--- src/rtl/seg_ripple_adder.sv ---
// Multi-cycle adder/subtractor: WIDTH-bit operation rippled SEG bits per clock, carry held between cycles.
// Optional zero/ovf flag logic enabled by defining SEG_RIPPLE_ADDER_FLAGS_EN.
module seg_ripple_adder #(
   parameter int WIDTH = 32,
   parameter int SEG   = 8
) (
   input  logic             clk,
   input  logic             rst_n,
   input  logic             in_valid,
   output logic             in_ready,
   input  logic [WIDTH-1:0] a,
   input  logic [WIDTH-1:0] b,
   input  logic             cin,
   input  logic             sub,
   output logic             out_valid,
   input  logic             out_ready,
   output logic [WIDTH-1:0] sum,
   output logic             cout,
   output logic             zero,
   output logic             ovf
);
   localparam int NSEG = WIDTH / SEG;
   localparam int KW   = (NSEG > 1) ? $clog2(NSEG) : 1;
   localparam logic [KW-1:0] K_LAST = KW'(NSEG - 1);

   generate
      if (WIDTH % SEG != 0) begin : g_bad_seg
         $error("seg_ripple_adder: WIDTH must be a multiple of SEG");
      end
   endgenerate

   typedef enum logic [1:0] {IDLE, BUSY, DONE} state_t;

   state_t           r_state, w_state_nxt;
   logic [WIDTH-1:0] r_a, r_b, r_work, w_work_nxt;
   logic [WIDTH-1:0] r_sum;
   logic             r_cout;
   logic             r_carry;
   logic [KW-1:0]    r_k;
   logic [SEG-1:0]   w_seg_a, w_seg_b, w_seg_s;
   logic             w_seg_c;
   logic             w_accept, w_last, w_busy;

   assign w_accept = (r_state == IDLE) && in_valid;
   assign w_busy   = (r_state == BUSY);
   assign w_last   = (r_k == K_LAST);

   // The one SEG-bit ripple chain shared by every segment
   assign w_seg_a = r_a[int'(r_k)*SEG +: SEG];
   assign w_seg_b = r_b[int'(r_k)*SEG +: SEG];
   assign {w_seg_c, w_seg_s} = {1'b0, w_seg_a} + {1'b0, w_seg_b} + {{SEG{1'b0}}, r_carry};

   always_comb begin
      w_work_nxt = r_work;
      w_work_nxt[int'(r_k)*SEG +: SEG] = w_seg_s;
   end

   always_ff @(posedge clk or negedge rst_n) begin
      if (!rst_n) r_state <= IDLE;
      else        r_state <= w_state_nxt;
   end

   always_comb begin
      w_state_nxt = r_state;
      case (r_state)
         IDLE:    if (in_valid)  w_state_nxt = BUSY;
         BUSY:    if (w_last)    w_state_nxt = DONE;
         DONE:    if (out_ready) w_state_nxt = IDLE;
         default:                w_state_nxt = IDLE;
      endcase
   end

   always_comb begin
      in_ready  = (r_state == IDLE);
      out_valid = (r_state == DONE);
   end

   always_ff @(posedge clk or negedge rst_n) begin
      if (!rst_n) begin
         r_a     <= '0;
         r_b     <= '0;
         r_work  <= '0;
         r_carry <= 1'b0;
         r_k     <= '0;
         r_sum   <= '0;
         r_cout  <= 1'b0;
      end else if (w_accept) begin
         // Subtract as a + ~b + ~borrow
         r_a     <= a;
         r_b     <= b ^ {WIDTH{sub}};
         r_carry <= cin ^ sub;
         r_k     <= '0;
      end else if (w_busy) begin
         r_work  <= w_work_nxt;
         r_carry <= w_seg_c;
         if (w_last) begin
            r_k    <= '0;
            r_sum  <= w_work_nxt;
            r_cout <= w_seg_c;
         end else begin
            r_k <= r_k + KW'(1);
         end
      end
   end

   assign sum  = r_sum;
   assign cout = r_cout;

`ifdef SEG_RIPPLE_ADDER_FLAGS_EN
   logic w_msb_cin;
   logic r_zero, r_ovf;

   // Carry into the MSB recovered from the MSB's own sum bit
   assign w_msb_cin = w_seg_a[SEG-1] ^ w_seg_b[SEG-1] ^ w_seg_s[SEG-1];

   always_ff @(posedge clk or negedge rst_n) begin
      if (!rst_n) begin
         r_zero <= 1'b0;
         r_ovf  <= 1'b0;
      end else if (w_busy && w_last) begin
         r_zero <= ~|w_work_nxt;
         r_ovf  <= w_msb_cin ^ w_seg_c;
      end
   end

   assign zero = r_zero;
   assign ovf  = r_ovf;
`else
   assign zero = 1'b0;
   assign ovf  = 1'b0;
`endif

endmodule

--- config.mk ---
export PLATFORM = sky130hd
export DESIGN_NAME = seg_ripple_adder
export DESIGN_NICKNAME = d
export VERILOG_FILES = /design/src/rtl/seg_ripple_adder.sv
export SDC_FILE = /design/constraint.sdc
export NUM_CORES = 1
export LEC_CHECK = 0
export CORE_AREA = 2 2 75 148
export CTS_BUF_LIST = sky130_fd_sc_hd__clkbuf_16
export CTS_CLUSTER_SIZE = 30
export DETAILED_ROUTE_END_ITERATION = 10
export DIE_AREA = 0 0 77 150
export DONT_BUFFER_PORTS = 1
export GPL_TIMING_DRIVEN = 0
export HOLD_SLACK_MARGIN = 0.15
export PLACE_DENSITY = 0.78
export RECOVER_POWER = 25
export SLEW_MARGIN = 15
export SYNTH_ARGS = -nofsm -noshare
export SYNTH_HDL_FRONTEND = slang
export SYNTH_SLANG_ARGS = --single-unit
--- constraint.sdc ---
create_clock -name clk -period 3.1 [get_ports clk]
set_input_delay 0.465 -clock clk [delete_from_list [all_inputs] [get_ports clk]]
set_output_delay 0.465 -clock clk [all_outputs]
set_load 0.03 [all_outputs]
* Word level (Yosys, flattened, before mapping)
Index checks and enable logic that the tools add are counted.
Word-level totals: output and inout bits 37, bits of input ports 70, logic and storage cells 41, register bits 134
Cells by class: bitwise operators 3, add/sub/neg operators 4, reduce and logical (&&, ||, !) cells 6, shift operators 4, muxes and demuxes 10, equality and inequality tests 6
Operator list (number):
- 32-bit by 6-bit variable part select with 8-bit output | 2
- 5-bit negation with 33-bit output | 1
- 8-bit by 33-bit variable shift with 32-bit output (first input constant) | 1
- 8-bit by 33-bit variable part select with 32-bit output | 1
- 32-bit bitwise mux | 1
- 32-bit XOR | 1
- 2-bit 2-to-1 mux | 6
- 8-bit by 8-bit adder with 9-bit output | 1
- 9-bit by 1-bit adder with 9-bit output | 1
- 2-bit one-hot mux with 3 select lines | 1
- 3-bit AND reduction | 2
- 2-bit equality test (second input constant) | 2
- 2-bit inequality test (second input constant) | 2
- 2-bit by 1-bit adder with 2-bit output (second input constant) | 1
- 2-bit by 1-bit equality test with 1-bit output (second input constant) | 1
- 2-bit zero test | 1
- 1-bit 2-to-1 mux | 2
- 2-bit by 1-bit inequality test with 1-bit output (second input constant) | 1
- 2-bit AND reduction | 1
- 2-bit nonzero test | 1
- 1-bit logical AND | 1
- 1-bit inverter | 1
- 1-bit XOR | 1

* Longest topological paths before layout
depth after elaboration 5, gate-level depth with buffers 10, gate-level depth less buffers 9

* Worst setup path before layout
OpenSTA, ideal clock, no wires.
path type register to register, start register r_k[0], end register r_work[7], data arrival time 2681 ps, stages on the path, launching flop included 10, clock period less this slack 2802 ps, setup slack 298 ps, path buffers 2, required time 2979 ps, library setup time 121 ps, path through dfrtp_1 buf_6 buf_4 mux4_2 ha_1 a21oi_1 o21ai_2 nand3b_4 and3_4 a22o_2
On the way: word-level cells in the longest chain between the ends 5, elaborated cells between the ends (all ways) 8, those cells by class add/sub: 3; shift: 4; mux: 1
Ends and longest elaborated chain:
- from (decl) | line 39 | logic [KW-1:0] r_k;
- from (signal assigned) | line 101 | r_k <= r_k + KW'(1);
- 32-bit by 6-bit variable part select with 8-bit output, on equally long branches | line 49, 50
- 8-bit by 8-bit adder with 9-bit output | line 51 | assign {w_seg_c, w_seg_s} = {1'b0, w_seg_a} + {1'b0, w_seg_b} + {{SEG{1'b0}}, r_carry};
- 9-bit by 1-bit adder with 9-bit output | line 51
- 8-bit by 33-bit variable part select with 32-bit output | line 55 | w_work_nxt[int'(r_k)*SEG +: SEG] = w_seg_s;
- 32-bit bitwise mux (*) | line 55
- to (signal assigned) | line 94 | r_work <= w_work_nxt;
- to (decl) | line 35 | logic [WIDTH-1:0] r_a, r_b, r_work, w_work_nxt;
Mark *: on every way between the ends. The rest lies on a longest branch, timed or not. A chain may end at the register's enable or synchronous reset.

* Worst setup path in the final report
start register r_k[0], end register r_sum[10] (netlist: sum[10])
On the way: word-level cells in the longest chain between the ends 5, elaborated cells between the ends (all ways) 10, those cells by class add/sub: 3; eq/ne: 1; shift: 4; mux: 1; reduce/logical: 1
Ends and longest elaborated chain:
- 32-bit by 6-bit variable part select with 8-bit output, on equally long branches | line 49, 50
- 8-bit by 8-bit adder with 9-bit output | line 51
- 9-bit by 1-bit adder with 9-bit output | line 51
- 8-bit by 33-bit variable part select with 32-bit output | line 55
- 32-bit bitwise mux | line 55
- to (signal assigned) | line 98 | r_sum <= w_work_nxt;
- to (decl) | line 36 | logic [WIDTH-1:0] r_sum;
Several ways; a longest one is shown, not always the timed one.

==> out/metrics.yaml <==
cts:
  clock_path_buffers: 2
  cts_root_buffer: "clkbuf_16"
  clock_sinks: 134
  numCtsBuffers: 17
  path_clk_slew_ps: 60
  cts_hold_buf: 23
  h-tree-depth: 4
  clock_latency_ps: 430
  cts_tree: "built"
floorplan:
  start_util: 0.610
  die_area_mm2: 0.0116
  rows: 53
  core_mm2: 0.0105
  die_h_um: 150
  die-width_um: 77
  ios: 107
logic_synthesis:
  syn_inst: 602
  async_flop_share: 1.00
  seq_area_frac_synth: 0.525
  synth_top_cells_by_count: "nand2_1, dfrtp_1, o21ai_0"
  synth_flop_cell: "dfrtp_1"
  synth-seq-cells: 134
  yosys.area.top_type: "dfrtp_1"
  synth_area_leaders: "dfrtp_1, nand2_1, xnor2_1"
  synth_area_per_cell_um2: 10.6
  synth.most_common_cell: "nand2_1"
  syn_area_mm2: 0.00639
  yosys_warnings: 0
  synth-edff-count: 0
  synth_top_area_share: 0.525
  yosysUniqueCellTypes: 46
cells_and_area:
  area_growth_syn_to_layout_pct: 17.0
  multi_input_comb_area_mm2: 0.00287
  seq_area_mm2: 0.00335
  fin_nets: 736
  layout-drive-gt1-share: 0.152
  antenna_cells: 0
  fillers: 785
detailed_routing:
  wire_per_inst_um: 21.3
  drtAntennaViolNets: 0
  routed_wl_mm: 17.0
  vias_per_cell: 6.19
  drt-initial-drc-count: 281
  vias: 4961
  drcViolationCount: 0
  first_pass_iters: 5
timing:
  worst_pin_slew_ps: 1150
  max_slew_margin: 0.231
  period_share: 0.990
  setup_viol: 0
  finalClockSkew_ps: 10.3
  slew_viol_final: 0
  finalCriticalPeriod_ps: 3070
  holdWs_ps: -269
  final_hold_viol_count: 134
  fmax_mhz: 326
  grt_setup_unrepaired: "yes"
critical_path:
  timing.rr.end: "sum[10]"
  end_kind: "register"
  cp_max_fo: 10
  path_class: "reg -> reg"
  worst_ep_required_time_ps: 3460
  r2r-start: "r_k[0]"
  crit_arrival_ps: 3430
  startpoint_type: "register"
  reg2reg_depth: 8
  r2r_slack_ps: 30
grt:
  grt_overflow_total: 0
  grt_util_all_layers: 0.311
  antenna_found_initial: 0
  first_global_vias: 5249
  grt_pass1_wl_mm: 26.9
  grt_max_degree: 135
place:
  place.gp.congestion: 0.894
  dp_hpwl_mm: 11.6
  io_buffers: 0
flow_run:
  cap_viol_max_count: 0
status:
  violations: "negative hold slack"
  status: "complete, but fails checks"
worst_hold_path:
  min_path_type: "in -> async"
## metrics by stage
stage	area, um^2	setup WS [ps]	setup TNS (ps)	utilization	cells
finish	7480	32.0	0	0.714	801
CTS	7410	-15.8	-18.4	0.707	798
global placement	6570	-151	-1460	0.627	740
global route	7480	-30.5	-94.3	0.714	801
detailed placement	6570	-212	-4350	0.627	740
floorplan	6400	298	0	-	603
## layout make-up
cell class,count,area share
inverters,12,0.00602
clock buffers,17,0.0569
flip-flops and latches,134,0.449
repair buffers,29,0.0385
well taps,137,0.0229
clock inverters,15,0.0156
plain buffers,37,0.0278
multi-input cells,420,0.384
## timing repair
action,CTS,global route
gates resized for setup,9,11
endpoints found under the hold margin,157,134
setup buffers,3,3
pin swaps,1,0
endpoints found under the setup margin,46,40
## worst max-delay path, stage by stage, from the launching register on
cell and delay [ps]:
dfrtp_2 450, buf_12 170, mux4_2 400, fa_1 240
inv_1 70, fa_1 400, xnor2_1 900, a221oi_1 220
nor2_1 150
## worst max path at each step
stage / slack [ps] / to / depth (start not counted) / from
6_report: 30 / sum[10] / 8 / r_k[0]
3_5_place_dp: -210 / sum[3] / 8 / r_k[1]
2_1_floorplan: 300 / r_work[7] / 9 / r_k[0]
3_3_place_gp: -150 / r_work[6] / 10 / r_k[0]
4_1_cts: -20 / sum[29] / 10 / r_k[0]
5_1_grt: -30 / sum[26] / 8 / r_k[0]
## cells by family (layout without fill, tap and decap cells)
| family | after synthesis | after routing | share of synthesized area |
|---|---|---|---|
| simple gates | 213 | 213 | 0.150 |
| buf+inv | 49 | 110 | 0.0370 |
| mux | 16 | 16 | 0.0581 |
| other cells | 1 | 2 | 0.000587 |
| xor+xnor | 38 | 38 | 0.0532 |
| flops | 134 | 134 | 0.525 |
| fa+ha+maj | 15 | 15 | 0.0317 |
| compound gates | 136 | 136 | 0.145 |
## layout by cell type (no fill, tap or decap), types with 16 or more instances in the layout
| cell type | synthesis | final |
|---|---|---|
| clkbuf_16 | 0 | 17 |
| clkbuf_1 | 17 | 16 |
| o21ai_0 | 51 | 50 |
| dlygate4sd3_1 | 0 | 23 |
| dfrtp_1 | 134 | 133 |
| nand2_1 | 148 | 148 |
| xnor2_1 | 36 | 34 |
| a22o_1 | 19 | 19 |
| nor2_1 | 31 | 31 |
## metal layers
| layer | up-vias | track usage | part of all wire |
|---|---|---|---|
| met5 | - | 0 | 0 |
| met4 | 0 | 0.229 | 0.064 |
| met3 | 70 | 0.0694 | 0.054 |
| met2 | 240 | 0.554 | 0.55 |
| met1 | 2476 | 0.314 | 0.33 |
| li1 | 2175 | - | - |
## flip-flops by register name (all words and copies together) (netlist names)
register / count
cout: 1
r_a: 32
r_b: 32
r_carry: 1
r_k: 2
r_state: 2
r_work: 32
sum: 32
Power is left out: the tool's default activity adds up to more than one toggle a clock period on the data nets, which glitch-free logic cannot reach.
